File: config.mk
export PLATFORM = sky130hd
export DESIGN_NAME = uart_rx_stream
export DESIGN_NICKNAME = d
export VERILOG_FILES = /design/src/rtl/uart_rx_stream_pkg.sv /design/src/rtl/uart_rx_stream_fifo.sv /design/src/rtl/uart_rx_stream.sv
export SDC_FILE = /design/constraint.sdc
export NUM_CORES = 1
export LEC_CHECK = 0
export BUFFER_PORTS_ARGS = -buffer_cell sky130_fd_sc_hd__buf_4
export CORE_ASPECT_RATIO = 0.6
export CORE_MARGIN = 2
export CORE_UTILIZATION = 50
export CTS_CLUSTER_SIZE = 25
export DETAILED_ROUTE_END_ITERATION = 10
export PLACE_DENSITY = 0.67
export SLEW_MARGIN = 5
export SYNTH_ARGS = -nofsm -noshare
export SYNTH_HDL_FRONTEND = slang
export SYNTH_SLANG_ARGS = --single-unit
File: constraint.sdc
create_clock -name clk -period 5.8 [get_ports clk]
set_clock_uncertainty 0.05 [all_clocks]
set_input_delay 0.29 -clock clk [delete_from_list [all_inputs] [get_ports clk]]
set_output_delay 0.29 -clock clk [all_outputs]
set_load 0.005 [all_outputs]
File: src/rtl/uart_rx_stream_pkg.sv
// Shared types and constants for the UART receive path.
// Imported by the receiver top and its byte FIFO.
package uart_rx_stream_pkg;

    typedef enum logic [2:0] {
        RX_IDLE,
        RX_START,
        RX_DATA,
        RX_STOP,
        RX_BREAK
    } uart_rx_state_t;

    localparam int UART_DEFAULT_CLKS_PER_BIT = 434;

endpackage

File: src/rtl/uart_rx_stream_fifo.sv
// Small synchronous FIFO with clock enable; push is accepted when full
// only if a pop happens in the same cycle.
module byte_fifo
    import uart_rx_stream_pkg::*;
#(
    parameter int WIDTH = 8,
    parameter int DEPTH = 4
) (
    input  logic             clk,
    input  logic             rst,
    input  logic             clk_en,
    input  logic             i_push,
    input  logic [WIDTH-1:0] i_data,
    output logic             o_full,
    input  logic             i_pop,
    output logic             o_empty,
    output logic [WIDTH-1:0] o_head
);

    localparam int AW = $clog2(DEPTH);
    localparam logic [AW:0] FULL_CNT = (AW+1)'(DEPTH);

    logic [WIDTH-1:0] r_mem [DEPTH];
    logic [AW-1:0]    r_wptr;
    logic [AW-1:0]    r_rptr;
    logic [AW:0]      r_count;
    logic             w_pop;
    logic             w_push;

    assign o_full  = (r_count == FULL_CNT);
    assign o_empty = (r_count == '0);
    assign o_head  = r_mem[r_rptr];
    assign w_pop   = i_pop & ~o_empty;
    assign w_push  = i_push & (~o_full | w_pop);

    always_ff @(posedge clk) begin
        if (clk_en && w_push) begin
            r_mem[r_wptr] <= i_data;
        end
    end

    always_ff @(posedge clk) begin
        if (rst) begin
            r_wptr  <= '0;
            r_rptr  <= '0;
            r_count <= '0;
        end else if (clk_en) begin
            if (w_push) begin
                r_wptr <= r_wptr + 1'b1;
            end
            if (w_pop) begin
                r_rptr <= r_rptr + 1'b1;
            end
            if (w_push && !w_pop) begin
                r_count <= r_count + 1'b1;
            end else if (w_pop && !w_push) begin
                r_count <= r_count - 1'b1;
            end
        end
    end

endmodule

File: src/rtl/uart_rx_stream.sv
// UART receiver: 2-flop synchroniser, mid-bit sampling FSM and a byte
// FIFO presenting received characters on a valid/ready stream.
module uart_rx_stream
    import uart_rx_stream_pkg::*;
#(
    parameter int CLKS_PER_BIT = UART_DEFAULT_CLKS_PER_BIT,
    parameter int DATA_BITS    = 8,
    parameter int FIFO_DEPTH   = 4
) (
    input  logic                 clk,
    input  logic                 rst,
    input  logic                 clk_en,
    input  logic                 i_rx,
    output logic [DATA_BITS-1:0] o_data,
    output logic                 o_valid,
    input  logic                 i_ready,
    output logic                 o_frame_err,
    output logic                 o_overrun,
    output logic                 o_busy
);

    localparam int CW = $clog2(CLKS_PER_BIT);
    localparam int IW = $clog2(DATA_BITS);
    localparam logic [CW-1:0] CNT_HALF = CW'(CLKS_PER_BIT/2 - 1);
    localparam logic [CW-1:0] CNT_LAST = CW'(CLKS_PER_BIT - 1);
    localparam logic [IW-1:0] IDX_LAST = IW'(DATA_BITS - 1);

    uart_rx_state_t       r_state;
    logic                 r_sync1;
    logic                 r_sync2;
    logic [CW-1:0]        r_cnt;
    logic [IW-1:0]        r_idx;
    logic [DATA_BITS-1:0] r_shift;
    logic                 r_frame_err;
    logic                 r_overrun;

    logic                 w_full;
    logic                 w_empty;
    logic [DATA_BITS-1:0] w_head;
    logic                 w_pop;
    logic                 w_push;

    assign w_pop  = i_ready & ~w_empty;
    assign w_push = (r_state == RX_STOP) && (r_cnt == CNT_LAST) && r_sync2;

    always_ff @(posedge clk) begin
        if (rst) begin
            r_state     <= RX_IDLE;
            r_sync1     <= 1'b1;
            r_sync2     <= 1'b1;
            r_cnt       <= '0;
            r_idx       <= '0;
            r_shift     <= '0;
            r_frame_err <= 1'b0;
            r_overrun   <= 1'b0;
        end else if (clk_en) begin
            r_sync1     <= i_rx;
            r_sync2     <= r_sync1;
            r_frame_err <= 1'b0;
            r_overrun   <= 1'b0;
            unique case (r_state)
                RX_IDLE: begin
                    if (!r_sync2) begin
                        r_state <= RX_START;
                        r_cnt   <= '0;
                    end
                end
                RX_START: begin
                    if (r_cnt == CNT_HALF) begin
                        r_cnt   <= '0;
                        r_idx   <= '0;
                        r_state <= r_sync2 ? RX_IDLE : RX_DATA;
                    end else begin
                        r_cnt <= r_cnt + 1'b1;
                    end
                end
                RX_DATA: begin
                    if (r_cnt == CNT_LAST) begin
                        r_cnt   <= '0;
                        r_shift <= {r_sync2, r_shift[DATA_BITS-1:1]};
                        if (r_idx == IDX_LAST) begin
                            r_state <= RX_STOP;
                        end else begin
                            r_idx <= r_idx + 1'b1;
                        end
                    end else begin
                        r_cnt <= r_cnt + 1'b1;
                    end
                end
                RX_STOP: begin
                    if (r_cnt == CNT_LAST) begin
                        r_cnt <= '0;
                        if (r_sync2) begin
                            r_overrun <= w_full & ~w_pop;
                            r_state   <= RX_IDLE;
                        end else begin
                            r_frame_err <= 1'b1;
                            r_state     <= RX_BREAK;
                        end
                    end else begin
                        r_cnt <= r_cnt + 1'b1;
                    end
                end
                RX_BREAK: begin
                    // a held-low line must return high before re-arming
                    if (r_sync2) begin
                        r_state <= RX_IDLE;
                    end
                end
                default: r_state <= RX_IDLE;
            endcase
        end
    end

    byte_fifo #(
        .WIDTH (DATA_BITS),
        .DEPTH (FIFO_DEPTH)
    ) u_fifo (
        .clk     (clk),
        .rst     (rst),
        .clk_en  (clk_en),
        .i_push  (w_push),
        .i_data  (r_shift),
        .o_full  (w_full),
        .i_pop   (w_pop),
        .o_empty (w_empty),
        .o_head  (w_head)
    );

    assign o_valid     = ~w_empty;
    assign o_data      = o_valid ? w_head : '0;
    assign o_frame_err = r_frame_err;
    assign o_overrun   = r_overrun;
    assign o_busy      = (r_state != RX_IDLE);

endmodule

=== Word-level counts from Yosys, hierarchy flattened ===
Memories as Yosys holds them, arrays and structs flattened. A register that Yosys moved wholly into a read port is not among the register bits.
Cells that the tools add are included.

* Register bits: 34
* Memory bits (writable): 32
* Bits of input ports: 5
* Output and inout bits: 12
* Word-level logic and storage cells: 92
* Memories: 1

* $add $sub $neg: 6
* Equality and inequality tests: 15
* Muxes and demuxes: 30
* Bitwise gates (word level): 8
* Reduce and logical (&&, ||, !) cells: 21

{| class="wikitable"
|+ Memory list
! memory !! depth !! bits a word !! rd ports !! clocked after Yosys merged registers in !! write ports !! RTL line !! source
|-
| u_fifo.r_mem || 4 || 8 || 1 || 1 || 1 || uart_rx_stream_fifo.sv:23 || <nowiki>logic [WIDTH-1:0] r_mem [DEPTH];</nowiki>
|}

{| class="wikitable"
|+ Operators with widths
! operator !! count
|-
| 3-bit 2-to-1 mux || 12
|-
| 9-bit 2-to-1 mux || 3
|-
| 9-bit case mux with 3 select lines || 1
|-
| 3-bit case mux with 5 select lines || 1
|-
| 2-bit inequality test, second input constant || 6
|-
| 9-bit by 1-bit adder with 9-bit output, second input constant || 1
|-
| 3-bit == test, second input constant || 3
|-
| 9-bit by 8-bit == test with 1-bit output, second input constant || 1
|-
| 9-bit == test, second input constant || 1
|-
| 1-bit 2-to-1 mux || 8
|-
| 8-bit 2-to-1 mux || 1
|-
| 7-bit AND reduction || 1
|-
| 3-bit by 1-bit adder with 3-bit output, second input constant || 2
|-
| 3-bit by 2-bit == test with 1-bit output, second input constant || 2
|-
| 3-bit zero test || 2
|-
| 2-bit 2-to-1 mux || 3
|-
| 3-bit case mux with 2 select lines || 1
|-
| 2-bit AND reduction || 3
|-
| 3-bit AND reduction || 2
|-
| 3-bit nonzero test || 2
|-
| 1-bit logical AND || 5
|-
| 5-bit AND reduction || 1
|-
| 2-bit by 1-bit adder with 2-bit output, second input constant || 2
|-
| 1-bit AND || 4
|-
| other kinds (8) || 12
|}

=== Depth between registers and ports, before layout ===
Gate-level depths: netlist (run 1).

* Word-level depth: 10
* Gate-level depth with buffers: 12
* Gate-level depth less buffers: 12

=== Hierarchy ===
Synthesis (run 1) repeated with hierarchy kept, for this count alone.

* Cells, all modules: 281
* Area, all modules: 3259.4 µm²

{| class="wikitable"
|+ By module, submodules not included
! module !! times used !! cells each !! area an instance (µm²) !! seq. area each (µm²)
|-
| byte_fifo || 1 || 96 || 1675.4 || 1141.1
|-
| uart_rx_stream || 1 || 185 || 1584.0 || 540.5
|}

=== Least setup slack after synthesis (run 1) ===
No wires, ideal clock.

* Path kind: reg-to-reg
* Start point: register r_cnt[3]
* End point: register u_fifo.r_count[2]
* Library setup time: 128 ps
* Arrival time: 2644 ps
* Required time: 5622 ps
* Setup slack: 2979 ps
* Stages on the path, launching flop included: 13
* Path buffers: 2
* Clock period less this slack: 2821 ps
* Cells stage by stage: dfxtp_1 -> buf_6 -> or4b_1 -> buf_2 -> or4_1 -> inv_2 -> ha_1 -> inv_1 -> fa_1 -> xnor2_1 -> nand2_1 -> xor2_1 -> nor2_1

* Longest elaborated chain between the ends: 8
* Elaborated cells on any way between the ends: 10
* Those cells by class: 1 x eq/ne; 1 x mux; 1 x bitwise; 7 x reduce/logical

{| class="wikitable"
|+ Ends and longest elaborated chain
! what !! RTL line !! source
|-
| start: declaration || uart_rx_stream.sv:31 || <nowiki>logic [CW-1:0] r_cnt;</nowiki>
|-
| start signal: assignment || uart_rx_stream.sv:74 || <nowiki>r_cnt <= r_cnt + 1'b1;</nowiki>
|-
| start signal: assignment || uart_rx_stream.sv:87 || <nowiki>r_cnt <= r_cnt + 1'b1;</nowiki>
|-
| start signal: assignment || uart_rx_stream.sv:101 || <nowiki>r_cnt <= r_cnt + 1'b1;</nowiki>
|-
| 9-bit == test * || uart_rx_stream.sv:44 || <nowiki>assign w_push = (r_state == RX_STOP) && (r_cnt == CNT_LAST) && r_sync2;</nowiki>
|-
| 1-bit logical AND * (2 in a row) || uart_rx_stream.sv:44 ||
|-
| 1-bit AND * || uart_rx_stream_fifo.sv:34 || <nowiki>assign w_push = i_push & (~o_full | w_pop);</nowiki>
|-
| 1-bit zero test || uart_rx_stream_fifo.sv:56 || <nowiki>end else if (w_pop && !w_push) begin</nowiki>
|-
| 1-bit logical AND || uart_rx_stream_fifo.sv:56 ||
|-
| 2-bit nonzero test (no line) || -- ||
|-
| 2-bit AND reduction (no line) || -- ||
|-
| end signal: assignment || uart_rx_stream_fifo.sv:55 || <nowiki>r_count <= r_count + 1'b1;</nowiki>
|-
| end signal: assignment || uart_rx_stream_fifo.sv:57 || <nowiki>r_count <= r_count - 1'b1;</nowiki>
|-
| end: declaration || uart_rx_stream_fifo.sv:26 || <nowiki>logic [AW:0] r_count;</nowiki>
|}

Mark *: on every way between the ends. The rest lies on a longest branch, timed or not.
A chain may end at the register's enable or synchronous reset.

=== Worst setup path in the final report (run 1) ===
* Start point: register r_cnt[6]
* End point: register u_fifo.r_count[2]

Same word-level chain as after synthesis.

==> out/metrics.sh, run 1 <==
GRT_UTIL_ALL_LAYERS=0.194
POST-ROUTE-MIN-PERIOD_NS=2.97
HIGHEST_ATTAINABLE_CLOCK_FREQUENCY_MHz=337
POWER_SWITCHING_SHARE=0.198
GRT_ANTENNA_BEFORE_REPAIR=0
POST-SYNTH-TOP-AREA-CELL='sky130_fd_sc_hd__edfxtp_1'
CPMAXSTAGEDELAYCELL='sky130_fd_sc_hd__or4b_1'
FINAL_CELL_MIX='sky130_fd_sc_hd__dfxtp_1 (36), sky130_fd_sc_hd__edfxtp_1 (32), sky130_fd_sc_hd__nand2_1 (26)'
CRITICAL_PATH_SINK_TYPE='flop'
LAYOUT-AREA-OVERHEAD-VS-SYNTH_PCT=13.4
DIE_W_UM=106
RELSLEWSLACK=0.492
DRIVE_GT1_FRAC=0.164
MAXCAPVIOLATIONS=0
ENDPOINT='u_fifo.r_count[2]'
POST_CTS.REPAIR.SETUP_BUFFERS=0
SEQCELLAREA_UM2=1680
SHARE_SEQ_OF_TOTAL_POWER=0.478
PLEAK_nW=1.32
WIRE_LENGTH_PER_CELL_UM=16.1
POST_CTS_HOLD_BUFFER_COUNT=0
CTS.HTREE.LEVELS=3
POWERDENSITY_nW_PER_UM2=293
RUN_STATUS='finished clean'
YS.FLOP_TYPE='sky130_fd_sc_hd__dfxtp_1'
TIMING.CRITICAL_PATH.SLOWEST_CELL_DELAY_NS=0.65
ASYNC_RESET_FF_FRAC=0
CTS_BUFFERS=9
POST-ROUTE-UTIL=0.585
HOLD_SLACK_NS=0.132
AREA_OF_THE_MULTI_INPUT_GATES_UM2=1350
GLOBALPLACE.CONGESTION=0.910
DRT_ITER0_MARKERS=106
HOLD_VIOL_FINAL=0
CRIT_ARRIVAL_NS=3.14
ANTENNA_LEFT=0
CLOCK_SINK_COUNT=68
R2R-END='u_fifo.r_count[2]'
WORST_HOLD_CHECK_PATH_TYPE='primary input to flop'
ROUTE.DETAILED.VIAS_PER_INST=5.66
FIRST_GLOBAL_VIAS=1851
LAUNCH_INSTANCE_OF_THE_WORST_REGISTER_TO_REGISTER_PATH='r_cnt[6]'
SYNTH_WARNINGS=0
PLACEMENT_ROWS=22
FINAL_NETS=303
SYNTH.FF_LATCH_COUNT=68
SYNTHESIZED_NET_COUNT=293
WORSTPATHCELLLIST='or4b_1, or4_1, inv_2, ha_1, inv_1, fa_1, xnor2_1, nand2_1, xor2_1, nor2_1'
SYNTH_ENABLE_FLOP_CELLS=32
CTS_TREE='yes'
IRDROPWORSTVDD_mV=0.175
WORST-SLEW-PIN-TRANSITION_NS=0.756
REMAINING_DRC_ERRORS=0
SETUP_VIOL_COUNT_FINAL=0
INITIAL_CELL_DENSITY_OF_THE_CORE=0.516
CLKPWRFRAC=0.497
WORST_SETUP_HOLD_PATH_CLK_SLEW_NS=0.08
DRTPASS1ITERATIONS=5
REPORT.FINAL.SLEW_VIOL_COUNT=0
MAPPED_CELL_AREA_UM2=3140
DP.FINAL_HPWL_UM=4100
POSTCTSRESIZEDCELLS=0
SYNTH_AREA_PER_CELL_UM2=11.3
CRIT_REQUIRED_NS=5.97
FP.DIEAREA_UM2=6950
CELL_INTERNAL_PWR_W=0.000838
SETUP.WORST_PATH.START='r_cnt[6]'
WORSTREGTOREGCELLS=10
GLOBAL_ROUTE_WIRE_LENGTH_BEFORE_REPAIR_UM=10100
CRIT_TYPE='flop to flop'
GRT-OVFL-TOTAL=0
SYNTH_TOP_AREA_FRAC=0.306
SETUP.REG_TO_REG.WORST_SLACK_NS=2.83
STARTPOINT_TYPE='flop'
SYN-INSTANCE-COUNT=277
CP_MAX_FO=7
CORE_AREA_UM2=6080
CLK_PATH_BUF_DEPTH=2
CLOCK_INSERTION_DELAY_WORST_SKEW_NS=0.34
MOSTFREQUENTLAYOUTCELL='sky130_fd_sc_hd__dfxtp_1'
SYNTH.YOSYS.SEQ_AREA_SHARE=0.535
P_SW_W=0.000206
GRT_MAX_DEGREE=34
FLOORPLAN.IO_PINS=17
WIRELENGTH_UM=6070
VIAS=2127
CTS-ROOT-BUF='sky130_fd_sc_hd__clkbuf_8'
NUMPORTBUFFERS=16
SYNTH.TOP_CELLS.BY_AREA='sky130_fd_sc_hd__edfxtp_1 (31%), sky130_fd_sc_hd__dfxtp_1 (23%), sky130_fd_sc_hd__mux4_2 (5.7%)'
GRT_SETUP_UNREPAIRED='false'
POST-ROUTE-PERIOD-UTIL=0.512
DIE_H_UM=65.4
DIODES=0
NETLIST-CELL-TYPE-COUNT=46
SUMMED_NEGATIVE_SETUP_SLACK_OVER_ALL_ENDPOINTS_NS=0
FILLER_CELLS=498
POWER.COMBINATIONAL.FRACTION=0.024
Yosys cell counts, types with 2 or more instances:
| master | count |
|---|---|
| sky130_fd_sc_hd__xnor2_1 | 2 |
| sky130_fd_sc_hd__clkbuf_1 | 12 |
| sky130_fd_sc_hd__mux2_2 | 2 |
| sky130_fd_sc_hd__buf_1 | 2 |
| sky130_fd_sc_hd__nor3_1 | 7 |
| sky130_fd_sc_hd__nand2b_1 | 2 |
| sky130_fd_sc_hd__nor2_1 | 24 |
| sky130_fd_sc_hd__nor4b_1 | 2 |
| sky130_fd_sc_hd__and3_1 | 4 |
| sky130_fd_sc_hd__or3_1 | 2 |
| sky130_fd_sc_hd__edfxtp_1 | 32 |
| sky130_fd_sc_hd__o311ai_0 | 4 |
| sky130_fd_sc_hd__nand4_1 | 2 |
| sky130_fd_sc_hd__a21oi_1 | 8 |
| sky130_fd_sc_hd__inv_1 | 8 |
| sky130_fd_sc_hd__nand2_1 | 26 |
| sky130_fd_sc_hd__nor2b_1 | 6 |
| sky130_fd_sc_hd__nand3_1 | 11 |
| sky130_fd_sc_hd__mux2i_1 | 15 |
| sky130_fd_sc_hd__o211ai_1 | 9 |
| sky130_fd_sc_hd__dfxtp_1 | 36 |
| sky130_fd_sc_hd__o2111ai_1 | 5 |
| sky130_fd_sc_hd__ha_1 | 10 |
| sky130_fd_sc_hd__and2_1 | 9 |
| sky130_fd_sc_hd__buf_2 | 2 |
| sky130_fd_sc_hd__mux4_2 | 8 |
| sky130_fd_sc_hd__o21ai_0 | 6 |
| sky130_fd_sc_hd__xor2_1 | 3 |
flip-flops by register name, indices dropped and copies added (netlist names), named ones only:
register and flops:
r_cnt 9, u_fifo.r_count 3, u_fifo.r_mem 32, u_fifo.r_wptr 2
r_shift 8, r_sync1 1, r_state 3, o_overrun 1
r_sync2 1, r_idx 3, o_frame_err 1, u_fifo.r_rptr 2
kinds of logic (layout without fill, tap and decap cells):
| group | count (synthesis) | count (layout) | share of synthesized area |
|---|---|---|---|
| simple gates | 104 | 104 | 0.171 |
| flops | 68 | 68 | 0.535 |
| xor+xnor | 5 | 5 | 0.0139 |
| fa+ha+maj | 11 | 11 | 0.0462 |
| compound gates | 37 | 37 | 0.0857 |
| mux | 25 | 25 | 0.112 |
| buf+inv | 27 | 42 | 0.0355 |
area by class of cell:
class / count / share of cell area
sequential: 68 / 0.472
timing repair buffer: 16 / 0.0337
clock inverter: 7 / 0.0408
multi-input combinational: 182 / 0.378
clock buffer: 9 / 0.0348
inverter: 10 / 0.0105
tap: 84 / 0.0295
worst max-delay path: cells and delay by family (launching register included):
family | cells | cell delay (ns)
XOR/XNOR | 2 | 0.31
adder cells (fa/ha/maj) | 2 | 0.56
buffers and inverters | 2 | 0.19
flip-flops | 1 | 0.37
AND/OR/NAND/NOR | 4 | 1.38
per-stage QoR:
step	cell area [um^2]	setup WS [ns]	power [W]	instances
4_1_cts	3560	2.83	0.00105	376
5_1_grt	3560	2.66	0.00107	376
3_5_place_dp	3290	2.85	0.000535	360
6_report	3560	2.83	0.00104	376
2_1_floorplan	3140	2.98	0.000527	277
3_3_place_gp	3290	2.90	0.000536	360
routing by layer:
| metal | share of wire | vias up | GRT usage |
|---|---|---|---|
| met5 | 0 | - | 0 |
| met2 | 0.41 | 74 | 0.263 |
| li1 | - | 1032 | - |
| met4 | 0.0082 | 0 | 0.0592 |
| met3 | 0.062 | 6 | 0.0595 |
| met1 | 0.52 | 1015 | 0.294 |
power by group through the flow:
stage | Combinational [W] | Clock (W) | Sequential, W
after floorplan | 0.0000167 | 0 | 0.000510
after global placement | 0.0000249 | 0 | 0.000511
after detailed placement | 0.0000246 | 0 | 0.000511
after CTS | 0.0000248 | 0.000524 | 0.000500
after global routing | 0.0000273 | 0.000546 | 0.000500
final | 0.0000253 | 0.000519 | 0.000500
worst min path at each step:
stage / startpoint / end / slack [ns] / depth (start not counted)
4_1_cts: i_rx / r_sync1 / 0.13 / 3
3_3_place_gp: r_idx[2] / r_idx[2] / 0.40 / 2
2_1_floorplan: i_rx / r_sync1 / 0.37 / 2
6_report: i_rx / r_sync1 / 0.13 / 3
3_5_place_dp: r_idx[2] / r_idx[2] / 0.41 / 2
5_1_grt: i_rx / r_sync1 / 0.14 / 3
Power figures use the tool's default switching activity.
==> inputs of run 2 (changes only) <==
--- a/config.mk
+++ b/config.mk
@@ -11,7 +11,7 @@
 export CORE_UTILIZATION = 50
 export CTS_CLUSTER_SIZE = 25
 export DETAILED_ROUTE_END_ITERATION = 10
-export PLACE_DENSITY = 0.67
+export PLACE_DENSITY = 0.7
 export SLEW_MARGIN = 5
 export SYNTH_ARGS = -nofsm -noshare
 export SYNTH_HDL_FRONTEND = slang
==> constraint.sdc (replaced) <==
create_clock -name clk -period 2.7 [get_ports clk]
set_clock_uncertainty 0.05 [all_clocks]
set_input_delay 0.135 -clock clk [delete_from_list [all_inputs] [get_ports clk]]
set_output_delay 0.135 -clock clk [all_outputs]
set_load 0.005 [all_outputs]
==> run 2 against run 1 <==
Effect of this change:
- wire length rose by 4.0%
- sequential power rose by 110%
- first-iteration DRC count rose by 43%
- combinational power rose by 130%
- die area did not move
- global-route usage rose by 0.63 points
- critical path depth did not move
- power rose by 85%
- maximum frequency rose by 15%
- largest cell class unchanged
==> out/metrics.sh, run 2 (same netlist as run 1, synthesis figures left out) <==
RUN_STATUS='finished clean'
ENDPOINT='u_fifo.r_count[2]'
MAXCAPVIOLATIONS=0
TIMING.CRITICAL_PATH.MAX_DELAY_FAMILY='simple AND/OR/NAND/NOR gates'
SETUP_VIOL_COUNT_FINAL=0
CP_MAX_FO=7
CRITICAL_PATH_SINK_TYPE='flop'
WIRE_LENGTH_PER_CELL_UM=16.2
LAYOUT-AREA-OVERHEAD-VS-SYNTH_PCT=14.9
IRDROPWORSTVDD_mV=0.287
TIMING.CRITICAL_PATH.SLOWEST_CELL_DELAY_NS=0.50
DRTPASS1ITERATIONS=5
CTS-ROOT-BUF='sky130_fd_sc_hd__clkbuf_8'
SUMMED_NEGATIVE_SETUP_SLACK_OVER_ALL_ENDPOINTS_NS=0
TIMING.CRITICAL_PATH.DEPTH=10
HIGHEST_ATTAINABLE_CLOCK_FREQUENCY_MHz=388
WORST_SETUP_HOLD_PATH_CLK_SLEW_NS=0.07
FIRST_GLOBAL_VIAS=2021
CTS_BUFFERS=9
WORSTPATHCELLLIST='or4b_1, or4_4, inv_4, ha_4, inv_1, fa_1, xnor2_1, nand2_1, xor2_1, nor2_1'
DIE_W_UM=106
GRT-OVFL-TOTAL=0
PLEAK_nW=1.36
FINAL_NETS=317
CORE_AREA_UM2=6080
CRIT_REQUIRED_NS=2.88
FLOORPLAN.IO_PINS=17
POWERDENSITY_nW_PER_UM2=536
POST_CTS.REPAIR.SETUP_BUFFERS=0
POST-ROUTE-PERIOD-UTIL=0.956
CPMAXSTAGEDELAYCELL='sky130_fd_sc_hd__or4b_1'
INITIAL_CELL_DENSITY_OF_THE_CORE=0.516
CLK_PATH_BUF_DEPTH=2
DIODES=0
DRIVE_GT1_FRAC=0.206
TOP_USAGE_LAYER='met1'
GRT_UTIL_MET3=0.0744
HOLD_VIOL_FINAL=0
LARGEST_REGISTER_FFS=32
CRIT_TYPE='flop to flop'
WIRELENGTH_UM=6310
P_TOTAL_W=0.00194
DRT_ITER0_MARKERS=152
CRIT_ARRIVAL_NS=2.76
NUMPORTBUFFERS=16
FINAL_CELL_MIX='sky130_fd_sc_hd__dfxtp_1 (35), sky130_fd_sc_hd__edfxtp_1 (32), sky130_fd_sc_hd__buf_4 (29)'
SETUP.REG_TO_REG.WORST_SLACK_NS=0.12
GROUTE.LAYER.MET2.USAGE=0.271
REGISTERS.TOP_BY_FF_COUNT='u_fifo.r_mem'
WORST-SLEW-PIN-TRANSITION_NS=0.600
BUF_INV_STAGES_CRIT_PATH=2
REPORT.FINAL.SLEW_VIOL_COUNT=0
WORSTREGTOREGCELLS=10
CTS.HTREE.LEVELS=3
POST-ROUTE-MIN-PERIOD_NS=2.58
FP.DIEAREA_UM2=6950
ROUTE.DETAILED.VIAS_PER_INST=5.66
R2R-END='u_fifo.r_count[2]'
GROUTE.LAYER.MET1.USAGE=0.303
WORST_HOLD_CHECK_PATH_TYPE='primary input to flop'
LAUNCH_INSTANCE_OF_THE_WORST_REGISTER_TO_REGISTER_PATH='r_cnt[2]'
DP.FINAL_HPWL_UM=4290
PLACEMENT_ROWS=22
GLOBAL_ROUTE_WIRE_LENGTH_BEFORE_REPAIR_UM=10400
FILLER_CELLS=499
CLOCK_SINK_COUNT=68
MOSTFREQUENTLAYOUTCELL='sky130_fd_sc_hd__dfxtp_1'
DIE_H_UM=65.4
GRT_MAX_DEGREE=34
GLOBALPLACE.CONGESTION=0.822
GRT_SETUP_UNREPAIRED='false'
REMAINING_DRC_ERRORS=0
VIAS=2209
TOP_REGS='u_fifo.r_mem: 32 flops, r_cnt: 9 flops, r_shift: 8 flops'
ANTENNA_LEFT=0
CLOCK_INSERTION_DELAY_WORST_SKEW_NS=0.34
SETUP.WORST_PATH.START='r_cnt[2]'
STARTPOINT_TYPE='flop'
RELSLEWSLACK=0.600
GRT_UTIL_ALL_LAYERS=0.200
GRT_ANTENNA_BEFORE_REPAIR=0
CTS_TREE='yes'
==> run 2: where the power goes <==
| group | total (W) | internal, W | leakage, nW | switching (W) |
|---|---|---|---|---|
| clock network | 0.000804 | 0.000423 | 0.101 | 0.000382 |
| registers | 0.00107 | 0.00107 | 0.663 | 0.00000304 |
| logic | 0.0000572 | 0.0000182 | 0.599 | 0.0000390 |
==> run 2: worst register-to-register path: stages, from the launching register on <==
cell	delay (ns)
sky130_fd_sc_hd__dfxtp_1	0.35
sky130_fd_sc_hd__or4b_1	0.50
sky130_fd_sc_hd__or4_4	0.47
sky130_fd_sc_hd__inv_4	0.11
sky130_fd_sc_hd__ha_4	0.13
sky130_fd_sc_hd__inv_1	0.05
sky130_fd_sc_hd__fa_1	0.38
sky130_fd_sc_hd__xnor2_1	0.14
sky130_fd_sc_hd__nand2_1	0.08
sky130_fd_sc_hd__xor2_1	0.16
sky130_fd_sc_hd__nor2_1	0.05
==> run 2: metal layers <==
layer  share of wire  vias to the layer above
met5               0                        -
met4          0.0040                        0
met3           0.069                        4
met2            0.41                       76
met1            0.52                     1071
li1                -                     1058
==> run 2: worst min-delay path by stage <==
stage,from,end,slack (ns),depth (start not counted)
2_1_floorplan,i_rx,r_sync1,0.21,2
3_3_place_gp,i_rx,r_sync1,0.30,3
3_5_place_dp,i_rx,r_sync1,0.32,3
4_1_cts,i_ready,o_overrun,0.09,4
5_1_grt,clk_en,u_fifo.r_wptr[0],0.11,3
6_report,clk_en,u_fifo.r_wptr[0],0.11,3
==> run 2: final cells by class <==
cell class / instances / area [um^2] / area share
multi-input combinational: 182 / 1360 / 0.378
clock buffer: 9 / 124 / 0.0343
sequential: 68 / 1680 / 0.466
clock inverter: 7 / 66.3 / 0.0184
inverter: 10 / 40.0 / 0.0111
timing repair buffer: 30 / 228 / 0.0631
tap: 84 / 105 / 0.0291
==> run 2: per-stage QoR <==
stage | setup WS (ns) | cells | hold WS (ns) | util | cell area [um^2]
floorplan | 0.00626 | 277 | 0.213 | - | 3170
global placement | 0.148 | 373 | 0.301 | 0.560 | 3410
detailed placement | 0.100 | 373 | 0.317 | 0.560 | 3410
CTS | 0.0691 | 390 | 0.0904 | 0.593 | 3610
global route | 0.0175 | 390 | 0.108 | 0.593 | 3610
finish | 0.120 | 390 | 0.112 | 0.593 | 3610
==> run 2: repair_timing <==
item                                   4_1_cts  5_1_grt
endpoints found under the hold margin        1        0
resized for setup                            0        1
hold buffers                                 1        0
setup endpoints to repair                    0        1
==> inputs of run 3 (changes only) <==
--- a/config.mk
+++ b/config.mk
@@ -11,8 +11,9 @@
 export CORE_UTILIZATION = 50
 export CTS_CLUSTER_SIZE = 25
 export DETAILED_ROUTE_END_ITERATION = 10
-export PLACE_DENSITY = 0.7
+export PLACE_DENSITY = 0.67
 export SLEW_MARGIN = 5
 export SYNTH_ARGS = -nofsm -noshare
 export SYNTH_HDL_FRONTEND = slang
+export SYNTH_HIERARCHICAL = 1
 export SYNTH_SLANG_ARGS = --single-unit
==> constraint.sdc (replaced) <==
create_clock -name clk -period 3.2 [get_ports clk]
set_clock_uncertainty 0.05 [all_clocks]
set_input_delay 0.16 -clock clk [delete_from_list [all_inputs] [get_ports clk]]
set_output_delay 0.16 -clock clk [all_outputs]
set_load 0.005 [all_outputs]
==> run 3 against run 2 <==
Effect of this change:
- global-route usage is 1.1 points lower
- setup slack better by 0.29 ns
- wire length fell by 3.8%
- synthesized area up 3.8%
- critical path depth stayed put
- cell count is 1.0% lower
- largest power group unchanged
- highest routed layer unchanged
==> out/metrics.sh, run 3 <==
DIE_H_UM=66.5
CRIT_REQUIRED_NS=3.39
IRDROPWORSTVDD_mV=0.221
GLOBAL_ROUTE_WIRE_LENGTH_BEFORE_REPAIR_UM=10000
CRIT_ARRIVAL_NS=2.98
RELSLEWSLACK=0.624
DIODES=0
CTS-ROOT-BUF='sky130_fd_sc_hd__clkbuf_8'
CLOCK_SINK_COUNT=68
NUMPORTBUFFERS=16
BUF_INV_STAGES_CRIT_PATH=1
INITIAL_CELL_DENSITY_OF_THE_CORE=0.526
SYNTH-SIMPLE-AREA-SHARE=0.164
YOSYS.AREA_SHARE.ADDER=0.0445
HOLD_VIOL_FINAL=0
SYNTH_TOP_AREA_FRAC=0.295
POST_CTS_HOLD_BUFFER_COUNT=1
CLKPWRFRAC=0.426
NETLIST-CELL-TYPE-COUNT=63
MET2WIRELENGTH_UM=2210
POWER.COMBINATIONAL.FRACTION=0.071
PLACE_INST=369
CP_MAX_FO=5
MOSTFREQUENTLAYOUTCELL='sky130_fd_sc_hd__dfxtp_1'
DRT_ITER0_MARKERS=177
POST-ROUTE-PERIOD-UTIL=0.873
CTS_BUFFERS=9
ANTENNA_LEFT=0
PLEAK_nW=1.37
COMBINATIONAL_FAMILY_WITH_THE_MOST_AREA_AFTER_SYNTHESIS='simple AND/OR/NAND/NOR gates'
VIAS=2176
POSTCTSRESIZEDCELLS=0
HIGHEST_ATTAINABLE_CLOCK_FREQUENCY_MHz=358
CTS.HTREE.LEVELS=3
YS.FLOP_TYPE='sky130_fd_sc_hd__dfxtp_1'
MUXSHAREOFSYNTHAREA=0.0967
SYNTH-COMPOUND-AREA-SHARE=0.125
WORST_SETUP_HOLD_PATH_CLK_SLEW_NS=0.07
MAXCAPVIOLATIONS=0
POWER_SWITCHING_SHARE=0.237
HOLDCRITSTARTPOINT='clk_en'
MAPPED_CELL_AREA_UM2=3260
SYNTH_TOP_CELLS_BY_COUNT='sky130_fd_sc_hd__dfxtp_1 (36), sky130_fd_sc_hd__edfxtp_1 (32), sky130_fd_sc_hd__nor2_1 (24)'
STDCELL_COUNT=386
SYNTH_WARNINGS=6
LAUNCH_INSTANCE_OF_THE_WORST_REGISTER_TO_REGISTER_PATH='r_cnt[0]'
SHARE_SEQ_OF_TOTAL_POWER=0.504
PLACEMENT_ROWS=22
PLACE_WS_NS=0.429
FILLER_CELLS=534
SYNTHESIZED_NET_COUNT=297
SYNTH.TOP_CELLS.BY_AREA='sky130_fd_sc_hd__edfxtp_1 (29%), sky130_fd_sc_hd__dfxtp_1 (22%), sky130_fd_sc_hd__mux4_2 (5.5%)'
POWERDENSITY_nW_PER_UM2=501
GRT_ANTENNA_BEFORE_REPAIR=0
ASYNC_RESET_FF_FRAC=0
ROUTE.DETAILED.VIAS_PER_INST=5.64
SYNTH_ENABLE_FLOP_CELLS=32
RUN_STATUS='finished clean'
POST-ROUTE-UTIL=0.590
WIRE_LENGTH_PER_CELL_UM=15.7
TIMING.CRITICAL_PATH.SLOWEST_CELL_DELAY_NS=0.45
TOP_LAYER='met4'
WORSTPATHCELLLIST='ha_1, nand4b_1, nor4_1, a21boi_0, ha_1, inv_1, fa_1, xnor2_1, a21oi_1, a31o_2'
CORE_AREA_UM2=6190
TOP_REGS='u_fifo/r_mem: 32 flops, r_cnt: 9 flops, r_shift: 8 flops'
HOLD_SLACK_NS=0.107
REPORT.FINAL.SLEW_VIOL_COUNT=0
FINAL_CELL_MIX='sky130_fd_sc_hd__dfxtp_1 (36), sky130_fd_sc_hd__edfxtp_1 (32), sky130_fd_sc_hd__nor2_1 (24)'
DRTPASS1ITERATIONS=4
GRT_SETUP_UNREPAIRED='false'
POST_CTS.REPAIR.SETUP_BUFFERS=0
DP.FINAL_HPWL_UM=4220
DIE_W_UM=108
GRT_MAX_DEGREE=39
LARGEST_REGISTER_FFS=32
FINAL_NETS=313
LAYOUT_SETUP_WS_NS=0.406
REMAINING_DRC_ERRORS=0
SYNTH.YOSYS.SEQ_AREA_SHARE=0.516
WORST-SLEW-PIN-TRANSITION_NS=0.562
MET1WIRELENGTH_UM=3250
CRITICAL_PATH.MOST_COMMON_CELL='sky130_fd_sc_hd__ha_1'
CLOCK_INSERTION_DELAY_WORST_SKEW_NS=0.34
SYN-INSTANCE-COUNT=281
P_SW_W=0.000433
WORST_HOLD_CHECK_PATH_TYPE='primary input to flop'
SYNTH_AREA_PER_CELL_UM2=11.6
CLK_PATH_BUF_DEPTH=2
GRT-OVFL-TOTAL=0
SYNTH-XOR-AREA-SHARE=0.0107
DRIVE_GT1_FRAC=0.185
STARTPOINT_TYPE='flop'
CELL_INTERNAL_PWR_W=0.00140
WIRELENGTH_UM=6070
LAYOUT-AREA-OVERHEAD-VS-SYNTH_PCT=12.1
POST-ROUTE-MIN-PERIOD_NS=2.79
GRT_UTIL_ALL_LAYERS=0.189
SYNTH.FF_LATCH_COUNT=68
CRITICAL_PATH_SINK_TYPE='flop'
GLOBALPLACE.CONGESTION=0.845
CPMAXSTAGEDELAYCELL='sky130_fd_sc_hd__nor4_1'
FIRST_GLOBAL_VIAS=1909
FLOORPLAN.IO_PINS=17
CTS_TREE='yes'
CRIT_TYPE='flop to flop'
SUMMED_NEGATIVE_SETUP_SLACK_OVER_ALL_ENDPOINTS_NS=0
REGISTERS.TOP_BY_FF_COUNT='u_fifo/r_mem'
POST-SYNTH-TOP-AREA-CELL='sky130_fd_sc_hd__edfxtp_1'
FP.DIEAREA_UM2=7200
DETAILED_ROUTED_WIRE_LENGTH_ON_MET3_UM=529
YOSYSMOSTFREQUENTCELL='sky130_fd_sc_hd__dfxtp_1'
SETUP_VIOL_COUNT_FINAL=0
TIMING.CRITICAL_PATH.MAX_DELAY_FAMILY='adder cells'
SETUP.WORST_PATH.START='r_cnt[0]'
[run 3: final timing paths]
path	end	depth (start not counted)	slack, ns
max reg2reg	u_fifo/r_count[2]	10	0.41
min reg2reg	r_sync1	2	0.44
max	u_fifo/r_count[2]	10	0.41
min	r_sync1	3	0.11
[run 3: power groups by stage]
| stage | Combinational (W) | Sequential [W] | Clock (W) |
|---|---|---|---|
| floorplan | 0.000106 | 0.000932 | 0 |
| global placement | 0.000127 | 0.000940 | 0 |
| detailed placement | 0.000126 | 0.000940 | 0 |
| CTS | 0.000127 | 0.000920 | 0.000794 |
| global route | 0.000140 | 0.000924 | 0.000837 |
| finish | 0.000129 | 0.000921 | 0.000779 |
[run 3: per-layer routing]
layer,track usage,up-vias
li1,-,1079
met4,0.0577,0
met1,0.306,1017
met3,0.0597,8
met5,0,-
met2,0.229,72
[run 3: final cells by class]
cell class              instances  area, um^2  share of cell area
flip-flops and latches         68        1680               0.460
multi-input cells             182        1440               0.393
repair buffers                 19         145              0.0397
clock buffers                   9         124              0.0339
well taps                      84         105              0.0288
clock inverters                 7        97.6              0.0267
inverters                      17        63.8              0.0175
[run 3: worst reg2reg max path: cells and delay by family, from the launching register on]
| kind | cells | cell delay [ns] |
|---|---|---|
| buffers and inverters | 1 | 0.06 |
| DFF | 1 | 0.41 |
| adders and majority gates | 3 | 0.79 |
| xor gates and xnor gates | 1 | 0.20 |
| and+or+nand+nor | 2 | 0.62 |
| AOI/OAI and AO/OA | 3 | 0.56 |
[run 3: cells by family (layout without fill, tap and decap cells)]
kind of cell / Yosys count / after routing
and+or+nand+nor: 94 / 94
muxes: 21 / 21
adders and majority gates: 11 / 11
AOI/OAI and AO/OA: 52 / 52
xor gates and xnor gates: 4 / 4
DFF: 68 / 68
buffers and inverters: 31 / 52
[run 3: stage by stage]
| step | instance area, um^2 | total power [W] |
|---|---|---|
| after floorplan | 3260 | 0.00104 |
| after global placement | 3420 | 0.00107 |
| after detailed placement | 3420 | 0.00107 |
| after CTS | 3650 | 0.00184 |
| after global routing | 3650 | 0.00190 |
| final | 3650 | 0.00183 |
